$ cat src/rtl/logic_gate_pkg.sv
// Shared definitions for the registered multi-operand gate unit.
// The op codes are 3 bits wide and are shared by the fold logic and the bench.
package logic_gate_pkg;

    typedef logic [2:0] op_t;

    localparam op_t OP_AND  = 3'd0;
    localparam op_t OP_OR   = 3'd1;
    localparam op_t OP_XOR  = 3'd2;
    localparam op_t OP_NAND = 3'd3;
    localparam op_t OP_NOR  = 3'd4;
    localparam op_t OP_XNOR = 3'd5;
    localparam op_t OP_ANDN = 3'd6;
    localparam op_t OP_PASS = 3'd7;

endpackage

$ cat src/rtl/logic_gate_fold.sv
// Combinational fold of NUM_IN operands through the selected bitwise gate.
// Operand k sits at data_i[k*WIDTH +: WIDTH].
module logic_gate_fold
    import logic_gate_pkg::*;
#(
    parameter int unsigned WIDTH  = 8,
    parameter int unsigned NUM_IN = 2
) (
    input  logic [2:0]              op_i,
    input  logic [NUM_IN*WIDTH-1:0] data_i,
    output logic [WIDTH-1:0]        result_o
);

    logic [WIDTH-1:0] and_r;
    logic [WIDTH-1:0] or_r;
    logic [WIDTH-1:0] xor_r;
    logic [WIDTH-1:0] or_rest;

    always_comb begin
        and_r   = data_i[WIDTH-1:0];
        or_r    = data_i[WIDTH-1:0];
        xor_r   = data_i[WIDTH-1:0];
        or_rest = '0;
        for (int unsigned k = 1; k < NUM_IN; k++) begin
            and_r   = and_r & data_i[k*WIDTH +: WIDTH];
            or_r    = or_r | data_i[k*WIDTH +: WIDTH];
            xor_r   = xor_r ^ data_i[k*WIDTH +: WIDTH];
            // ANDN masks operand 0 with everything except operand 0
            or_rest = or_rest | data_i[k*WIDTH +: WIDTH];
        end
    end

    always_comb begin
        result_o = '0;
        case (op_i)
            OP_AND:  result_o = and_r;
            OP_OR:   result_o = or_r;
            OP_XOR:  result_o = xor_r;
            OP_NAND: result_o = ~and_r;
            OP_NOR:  result_o = ~or_r;
            OP_XNOR: result_o = ~xor_r;
            OP_ANDN: result_o = data_i[WIDTH-1:0] & ~or_rest;
            OP_PASS: result_o = data_i[WIDTH-1:0];
            default: result_o = '0;
        endcase
    end

endmodule

$ cat src/rtl/logic_gate_pipe.sv
// Registered multi-operand gate unit: one-entry output register with valid/ready
// handshake and a wrapping count of drained results.
module logic_gate_pipe
    import logic_gate_pkg::*;
#(
    parameter int unsigned WIDTH  = 8,
    parameter int unsigned NUM_IN = 2,
    parameter int unsigned CNT_W  = 16
) (
    input  logic                    clk,
    input  logic                    rst,
    input  logic                    in_valid,
    output logic                    in_ready,
    input  logic [2:0]              in_op,
    input  logic [NUM_IN*WIDTH-1:0] in_data,
    output logic                    out_valid,
    input  logic                    out_ready,
    output logic [WIDTH-1:0]        out_data,
    output logic                    out_zero,
    output logic [2:0]              out_op,
    input  logic                    cnt_clr,
    output logic [CNT_W-1:0]        op_count
);

    localparam logic [CNT_W-1:0] CntOne = {{(CNT_W-1){1'b0}}, 1'b1};

    logic [WIDTH-1:0] fold_res;
    logic             accept;
    logic             drain;

    logic             valid_q, valid_d;
    logic [WIDTH-1:0] data_q, data_d;
    logic             zero_q, zero_d;
    logic [2:0]       op_q, op_d;
    logic [CNT_W-1:0] cnt_q, cnt_d;

    logic_gate_fold #(
        .WIDTH  (WIDTH),
        .NUM_IN (NUM_IN)
    ) u_fold (
        .op_i     (in_op),
        .data_i   (in_data),
        .result_o (fold_res)
    );

    // No skid buffer: a held result blocks input unless it drains this cycle
    assign in_ready = !valid_q || out_ready;
    assign accept   = in_valid && in_ready;
    assign drain    = valid_q && out_ready;

    always_comb begin
        valid_d = valid_q;
        data_d  = data_q;
        zero_d  = zero_q;
        op_d    = op_q;
        if (accept) begin
            valid_d = 1'b1;
            data_d  = fold_res;
            zero_d  = (fold_res == '0);
            op_d    = in_op;
        end else if (drain) begin
            valid_d = 1'b0;
        end
    end

    always_comb begin
        cnt_d = cnt_q;
        if (cnt_clr) begin
            cnt_d = '0;
        end else if (drain) begin
            cnt_d = cnt_q + CntOne;
        end
    end

    always_ff @(posedge clk or posedge rst) begin
        if (rst) begin
            valid_q <= 1'b0;
            data_q  <= '0;
            zero_q  <= 1'b0;
            op_q    <= '0;
            cnt_q   <= '0;
        end else begin
            valid_q <= valid_d;
            data_q  <= data_d;
            zero_q  <= zero_d;
            op_q    <= op_d;
            cnt_q   <= cnt_d;
        end
    end

    assign out_valid = valid_q;
    assign out_data  = data_q;
    assign out_zero  = zero_q;
    assign out_op    = op_q;
    assign op_count  = cnt_q;

endmodule

$ cat config.mk
export PLATFORM = sky130hd
export DESIGN_NAME = logic_gate_pipe
export DESIGN_NICKNAME = d
export VERILOG_FILES = /design/src/rtl/logic_gate_pkg.sv /design/src/rtl/logic_gate_fold.sv /design/src/rtl/logic_gate_pipe.sv
export SDC_FILE = /design/constraint.sdc
export NUM_CORES = 1
export LEC_CHECK = 0
export BUFFER_PORTS_ARGS = -buffer_cell sky130_fd_sc_hd__buf_2
export CAP_MARGIN = 10
export CORE_ASPECT_RATIO = 2
export CORE_MARGIN = 2
export CORE_UTILIZATION = 59
export DETAILED_ROUTE_END_ITERATION = 7
export HOLD_SLACK_MARGIN = 0.06
export PLACE_DENSITY_LB_ADDON = 0.05
export SKIP_LAST_GASP = 1
export SLEW_MARGIN = 20
export SYNTH_ARGS = -nofsm -noshare
export SYNTH_HDL_FRONTEND = slang
export SYNTH_HIERARCHICAL = 1
export SYNTH_SLANG_ARGS = --single-unit
$ cat constraint.sdc
create_clock -name clk -period 2.9 [get_ports clk]
set_input_delay 0.435 -clock clk [delete_from_list [all_inputs] [get_ports clk]]
set_output_delay 0.435 -clock clk [all_outputs]
set_load 0.01 [all_outputs]
* Word-level counts from Yosys, hierarchy flattened
Index checks and enable logic that the tools add are counted.
Storage, ports and cells: flip-flop bits (word level) 29, bits of input ports 24, output and inout port bits 30, word-level logic and storage cells 34
Operators by class: $add $sub $neg 1, eq/ne operators 7, multiplexer cells 5, bitwise logic cells 8, reductions and logical operators 8
Operator list (count):
- case mux 8 bit (8 select lines) | 1
- 2-to-1 mux 16 bit | 2
- NOT 8 bit | 4
- adder 16 x 1 -> 16 bit, second input constant | 1
- bitwise AND 8 bit | 2
- == test 3 bit, second input constant | 4
- logical NOT 8 bit | 1
- OR 8 bit | 1
- bitwise XOR 8 bit | 1
- == test 3 x 2 -> 1 bit, second input constant | 2
- nonzero test 2 bit | 2
- == test 3 x 1 -> 1 bit, second input constant | 1
- logical NOT 3 bit | 1
- logical AND 1 bit | 2
- 2-to-1 mux 1 bit | 2
- logical NOT 1 bit | 1
- logical OR 1 bit | 1

* Longest topological paths before layout
Gate-level depths: netlist of the first run.
word-level depth 4, depth in mapped cells 10, depth with buffers taken out 9

* Hierarchy
Netlist of the first run, hierarchy kept.
Modules (own cells, without submodules):
- logic_gate_pipe | instances 1, cells an instance 116, area an instance 1373.8 sq um, seq. area each 725.7 sq um
- logic_gate_fold | instances 1, cells an instance 134, area an instance 992.2 sq um, seq. area each 0.0 sq um

* Least setup slack after synthesis of the first run
No wires, ideal clock.
kind input-to-reg, start in in_data[9], end reg zero_q, in the netlist out_zero, library setup time 0.083 ns, data arrival time 1.838 ns, data required time 2.817 ns, setup slack 0.979 ns, stages on the path 8, path buffers 0, cells stage by stage inv_1 -> ha_1 -> inv_1 -> mux4_2 -> a21o_1 -> nor4_1 -> nand2_1 -> o21ai_0
Between the ends: word-level cells in the longest chain between the ends 4, elaborated cells on any way between the ends 10, classes of those cells mux (1); bitwise (8); reduce/logical (1)
Ends and longest elaborated chain:
- from (decl) | RTL line logic_gate_pipe.sv:15 | input logic [NUM_IN*WIDTH-1:0] in_data,
- NOT 8 bit, or another cell as far along | RTL line logic_gate_fold.sv:42 | OP_ANDN: result_o = data_i[WIDTH-1:0] & ~or_rest;
- bitwise AND 8 bit, or another cell as far along | RTL line logic_gate_fold.sv:42
- case mux 8 bit (8 select lines) * | RTL line logic_gate_fold.sv:35 | case (op_i)
- net fold_res[1] | RTL line logic_gate_pipe.sv:27 | logic [WIDTH-1:0] fold_res;
- logical NOT 8 bit * | RTL line logic_gate_pipe.sv:59 | zero_d = (fold_res == '0);
- to (signal assigned) | RTL line logic_gate_pipe.sv:85 | zero_q <= zero_d;
- to (decl) | RTL line logic_gate_pipe.sv:33 | logic zero_q, zero_d;
Mark *: on every way through the listed nets, which the timed path passes. The rest lies on a longest branch. A chain may end at the register's enable or synchronous reset.

* Worst setup path in the final report of the first run
start in in_op[0], end reg zero_q, in the netlist out_zero
Between the ends: word-level cells in the longest chain between the ends 3, elaborated cells on any way between the ends 10, classes of those cells eq/ne (7); mux (1); reduce/logical (2)
Ends and longest elaborated chain:
- from (decl) | RTL line logic_gate_pipe.sv:14 | input logic [2:0] in_op,
- == test 3 bit, or another cell as far along | RTL line logic_gate_fold.sv:35
- case mux 8 bit (8 select lines) * | RTL line logic_gate_fold.sv:35
- net fold_res[7] | RTL line logic_gate_pipe.sv:27
- logical NOT 8 bit * | RTL line logic_gate_pipe.sv:59
Marks and branches as above.

==> out/results.txt, run 1 <==
RSZ-0062 raised after global routing: false
Post-Place Worst Slack: 563 ps
Synth cell count leaders: dfrtp_1 (29), ha_1 (25), inv_1 (23)
Row cnt: 32
Synth Cell Area: 2370 um^2
Drt drc: 0
Vias post-DR: 1961
Die Span Y: 93.6 um
Seq cells post-synth: 29
HP Class: in -> async
Number of CTS-inserted buffers: 5
Largest net degree at the start of global routing: 33
CP required: 3100 ps
Worst setup path class: in -> reg
Final setup violation count: 0
Worst setup startpoint: in_op[0]
First-pass GRT wire length: 8.11 mm
Remaining global-route overflow: 0
Sequential area share after synthesis: 30.7%
CTS clk-pin slew, worst paths: 60 ps
DIE WIDTH: 48.8 um
Layout area overhead: 14.3%
FF-to-FF Start: op_count[0]$_DFFE_PP0P_
Post-synth top area share: 30.7%
CP Capture Type: flop
Final Hold Fails: 0
Placed inst area: 2620 um^2
P_leak: 1.33 nW
Setup Buffers After CTS: 0
CP Launch Type: input pin
Post-synth EDFFs: 0
Max IR drop VDD: 0.220 mV
Routed WL: 4.66 mm
Post-Syn Nets: 299
Max-Cap Viols: 0
Vias per inst: 5.59
Synth cell types: 47
Setup_tns: 0 ps
Cells after synthesis: 250
Worst slew pin tran: 563 ps
Final Core Density: 70.4%
Ys flop type: dfrtp_1
Ports: 54
Final instance area: 2710 um^2
CTS sink cnt: 29
Power per cell area: 390 nW/um^2
Diode count: 0
Vias in the first global route: 1911
Yosys top cell by area: dfrtp_1
Crit path max fanout: 32
Tot GR Track Use: 22.5%
Initial antenna violation count: 0
Post-synth ARST share: 100%
Initial Util: 61.6%
Core Area: 3840 um^2
Min Tclk post-route: 2040 ps
Final worst slack: 858 ps
Clock Latency Late Sink: 280 ps
Clock skew: 3.50 ps
Outcome: finished clean
I/O Buffers: 53
Final net count: 349
Die area: 4560 um^2
Fmax: 490 MHz
CTS tree: yes
Starting DRT DRC Count: 14
Post-route antenna net violation count: 0
DR pass1 iterations: 5
Most instantiated library cell after synthesis: dfrtp_1
Post-CTS Hold Buffers: 0
Data arrival, critical path: 2240 ps
Per-cell routed wire length: 13.3 um
Gp weighted congestion: 0.847
Share of cells above drive strength 1: 30.3%
Fill cell count: 353
Clock Path Buffers: 2
Most area-consuming cells after synthesis: dfrtp_1 (31%), ha_1 (13%), mux2_2 (5.2%), inv_1 (3.6%), xnor2_1 (3.0%)
Post-CTS Resized: 0
Post-Syn Area per Cell: 9.46 um^2
Slew margin rel.: 62.5%
Register-to-register setup slack: 1310 ps
Detailed placer's ending HPWL: 3.71 mm
Ys Warns: 6
Htree depth: 2
Slew Limit Fails: 0
CTS root buffer: clkbuf_8
Final period util: 70.4%
layout by cell type, fill, tap and decap left out, types with 2 or more instances in the layout:
cell type / netlist / layout
o21ai_0: 8 / 8
o22ai_1: 10 / 10
nand3_1: 5 / 5
xor2_1: 4 / 4
nand3b_1: 5 / 5
nor4_1: 4 / 4
nor2_1: 17 / 17
nor4_2: 2 / 2
buf_4: 3 / 2
a211oi_1: 7 / 7
xnor2_1: 8 / 8
nand2_1: 14 / 14
inv_1: 23 / 23
nor2b_1: 9 / 9
mux4_2: 2 / 2
a21oi_1: 11 / 11
nor3_1: 4 / 4
dfrtp_1: 29 / 29
mux2i_1: 6 / 6
nand2b_1: 9 / 9
nand2_4: 2 / 2
nand4_1: 3 / 3
o41ai_1: 2 / 2
mux2_2: 11 / 11
clkbuf_8: 0 / 6
ha_1: 25 / 25
buf_2: 1 / 53
cell families (layout without fill, tap and decap cells):
family,after synthesis,after routing,share of synthesized area [%]
flops,29,29,30.7
compound gates,41,41,10.7
xor+xnor,12,12,4.44
mux,21,21,10.8
fa+ha+maj,25,25,13.2
simple gates,86,86,22.5
buf+inv,36,86,7.67
critical path, stage by stage:
cell	delay [ps]
buf_2	450
or2_1	310
nor2_2	70
o41ai_1	380
nand3_1	150
nor4_1	230
nand2_1	70
o21ai_0	140
per-layer routing:
metal	part of all wire, %	global-route usage, %	routed length [um]
met4	3.1	12.6	143
met5	0	0	0
met2	58	44.2	2720
met1	36	22.3	1660
met3	2.9	2.08	137
flip-flops by register name (all words and copies together), names as in the netlist:
| signal | count |
|---|---|
| out_op | 3 |
| op_count | 16 |
| out_valid | 1 |
| out_zero | 1 |
| out_data | 8 |
path summary, 6_finish.rpt:
check | end | cells after the start
worst max-delay path | out_zero$_DFFE_PP0P_ | 8
worst min-delay path | op_count[0]$_DFFE_PP0P_ | 3
worst max register to register | op_count[14]$_DFFE_PP0P_ | 5
worst min register to register | out_op[1]$_DFFE_PP0P_ | 1
max in group asynchronous | out_data[3]$_DFFE_PP0P_ | 3
min in group clk | out_valid$_DFFE_PP0P_ | 2
layout make-up:
cell class	instances	area [um^2]	area share (%)
Tap cell	51	63.8	2.36
Multi-Input combinational cell	185	1460	53.9
Timing Repair Buffer	55	280	10.4
Inverter	24	90.1	3.33
Clock buffer	7	86.3	3.19
Sequential cell	29	726	26.8
report_power, final:
group / internal, mW / switching (mW)
Combinational: 0.122 / 0.144
Clock: 0.188 / 0.139
Sequential: 0.440 / 0.0222
through the flow:
step / power, mW / instances / hold WS (ps)
3_3_place_gp: 0.733 / 344 / 484
6_report: 1.06 / 351 / 217
2_1_floorplan: 0.651 / 250 / 510
4_1_cts: 1.07 / 351 / 223
3_5_place_dp: 0.738 / 344 / 488
5_1_grt: 1.11 / 351 / 256
Power figures use the tool's default switching activity.
==> run 2, diff against run 1 <==
Settings changed: CORE_UTILIZATION 59 to 49.
Clock period 2.9 ns to 1.81 ns, I/O delays scaled along.
==> out/results.txt, run 2 (synthesis results as in run 1) <==
Die area: 5430 um^2
Internal power: 1.22 mW
Data arrival, critical path: 1870 ps
Htree depth: 2
Crit-path cells: buf_2, inv_1, ha_1, nand2b_1, a21oi_1, o41ai_2, nand3_1, nor4_2, buf_4, nand2_1, o21ai_0
Remaining global-route overflow: 0
Final period util: 92.2%
Drt drc: 0
I/O Buffers: 53
Sw Share: 30.2%
Most frequent cells in the layout: buf_2 (52), buf_4 (33), dfrtp_1 (29)
Most common cell after layout, fill and taps aside: buf_2
Clock Path Buffers: 2
Post-Place Worst Slack: -316 ps
Fmax: 600 MHz
CTS clk-pin slew, worst paths: 60 ps
CP required: 2010 ps
Clock skew: 5.78 ps
Crit-path max cell delay: 350 ps
Post-CTS Hold Buffers: 0
Final net count: 380
Starting DRT DRC Count: 18
Combinational share of power: 28.9%
Number of CTS-inserted buffers: 5
Min Tclk post-route: 1670 ps
Ports: 54
DR pass1 iterations: 4
Power per cell area: 589 nW/um^2
Final setup violation count: 0
P_leak: 1.50 nW
Max IR drop VDD: 0.406 mV
Clock Latency Late Sink: 280 ps
CP Launch Type: input pin
Diode count: 0
Final instance area: 2980 um^2
Largest net degree at the start of global routing: 30
Layout area overhead: 25.9%
Detailed placer's ending HPWL: 4.22 mm
Psw: 0.531 mW
Max reg flops: 16
Share of cells above drive strength 1: 38.3%
CTS sink cnt: 29
Seq pwr share: 42.2%
Worst setup path class: in -> reg
Worst slew pin tran: 528 ps
Slew margin rel.: 64.6%
Tot GR Track Use: 21.3%
Slew Limit Fails: 0
Routed WL: 5.19 mm
CTS tree: yes
HP Class: in -> async
Max-Cap Viols: 0
FF-to-FF Start: op_count[0]$_DFFE_PP0P_
Outcome: finished clean
Vias post-DR: 2048
Setup Buffers After CTS: 0
CP Capture Type: flop
Gp weighted congestion: 0.953
Initial antenna violation count: 0
Vias in the first global route: 2008
Crit path max-delay cell type: o41ai_2
Die Span Y: 102 um
DIE WIDTH: 53.1 um
Clock Power Share: 28.9%
Final Hold Fails: 0
CTS root buffer: clkbuf_8
Vias per inst: 5.29
Per-cell routed wire length: 13.4 um
Worst setup startpoint: in_data[7]
Row cnt: 35
Crit path max fanout: 3
Final worst slack: 142 ps
First-pass GRT wire length: 8.65 mm
Placed inst area: 2860 um^2
Post-route antenna net violation count: 0
Core Area: 4640 um^2
Initial Util: 51.0%
run 2: area by class of cell:
cell class	instances	area [um^2]
Clock inverter	2	10.0
Clock buffer	6	72.6
Fill cell	429	1660
Multi-Input combinational cell	185	1500
Inverter	24	90.1
Timing Repair Buffer	86	515
Tap cell	55	68.8
Sequential cell	29	726
run 2: stage by stage:
step	power, mW	utilization, %	hold WS [ps]	TNS [ps]	instances
floorplan	1.04	-	350	0	250
global placement	1.24	61.5	356	-305	379
detailed placement	1.25	61.5	362	-396	379
CTS	1.76	63.5	61.0	0	387
global route	1.87	64.2	96.8	-39.0	387
finish	1.75	64.2	50.6	0	387
run 2: final timing paths:
kind | end | slack [ps] | cells past startpoint
max | out_zero$_DFFE_PP0P_ | 140 | 11
min | out_data[7]$_DFFE_PP0P_ | 50 | 3
max reg2reg | op_count[14]$_DFFE_PP0P_ | 270 | 5
min reg2reg | out_data[2]$_DFFE_PP0P_ | 500 | 1
max in group asynchronous | out_data[3]$_DFFE_PP0P_ | 1480 | 3
min in group clk | out_valid$_DFFE_PP0P_ | 230 | 2
run 2: routing by layer:
| layer | global-route usage, % | vias up | part of all wire (%) | routed length, um |
|---|---|---|---|---|
| li1 | - | 1034 | - | - |
| met5 | 0 | - | 0 | 0 |
| met1 | 21.0 | 957 | 37 | 1910 |
| met2 | 41.2 | 47 | 57 | 2980 |
| met4 | 10.8 | 0 | 2.9 | 151 |
| met3 | 2.34 | 10 | 2.9 | 148 |
run 2: power by group through the flow:
stage               clock network, mW  logic (mW)  registers [mW]
floorplan                           0       0.266           0.777
global placement                    0       0.489           0.751
detailed placement                  0       0.498           0.753
CTS                             0.521       0.501           0.740
global route                    0.557       0.567           0.746
finish                          0.507       0.508           0.740
run 2: worst max-delay path, delay by kind of cell:
kind,cells,cell delay [ps]
simple gates,4,440
compound gates,3,590
fa+ha+maj,1,310
buf+inv,3,270
run 2: what timing repair did:
| item | 4_1_cts | 5_1_grt |
|---|---|---|
| gates cloned | 0 | 0 |
| pin swaps | 0 | 2 |
| setup endpoints to repair | 1 | 1 |
| gates resized for setup | 1 | 5 |
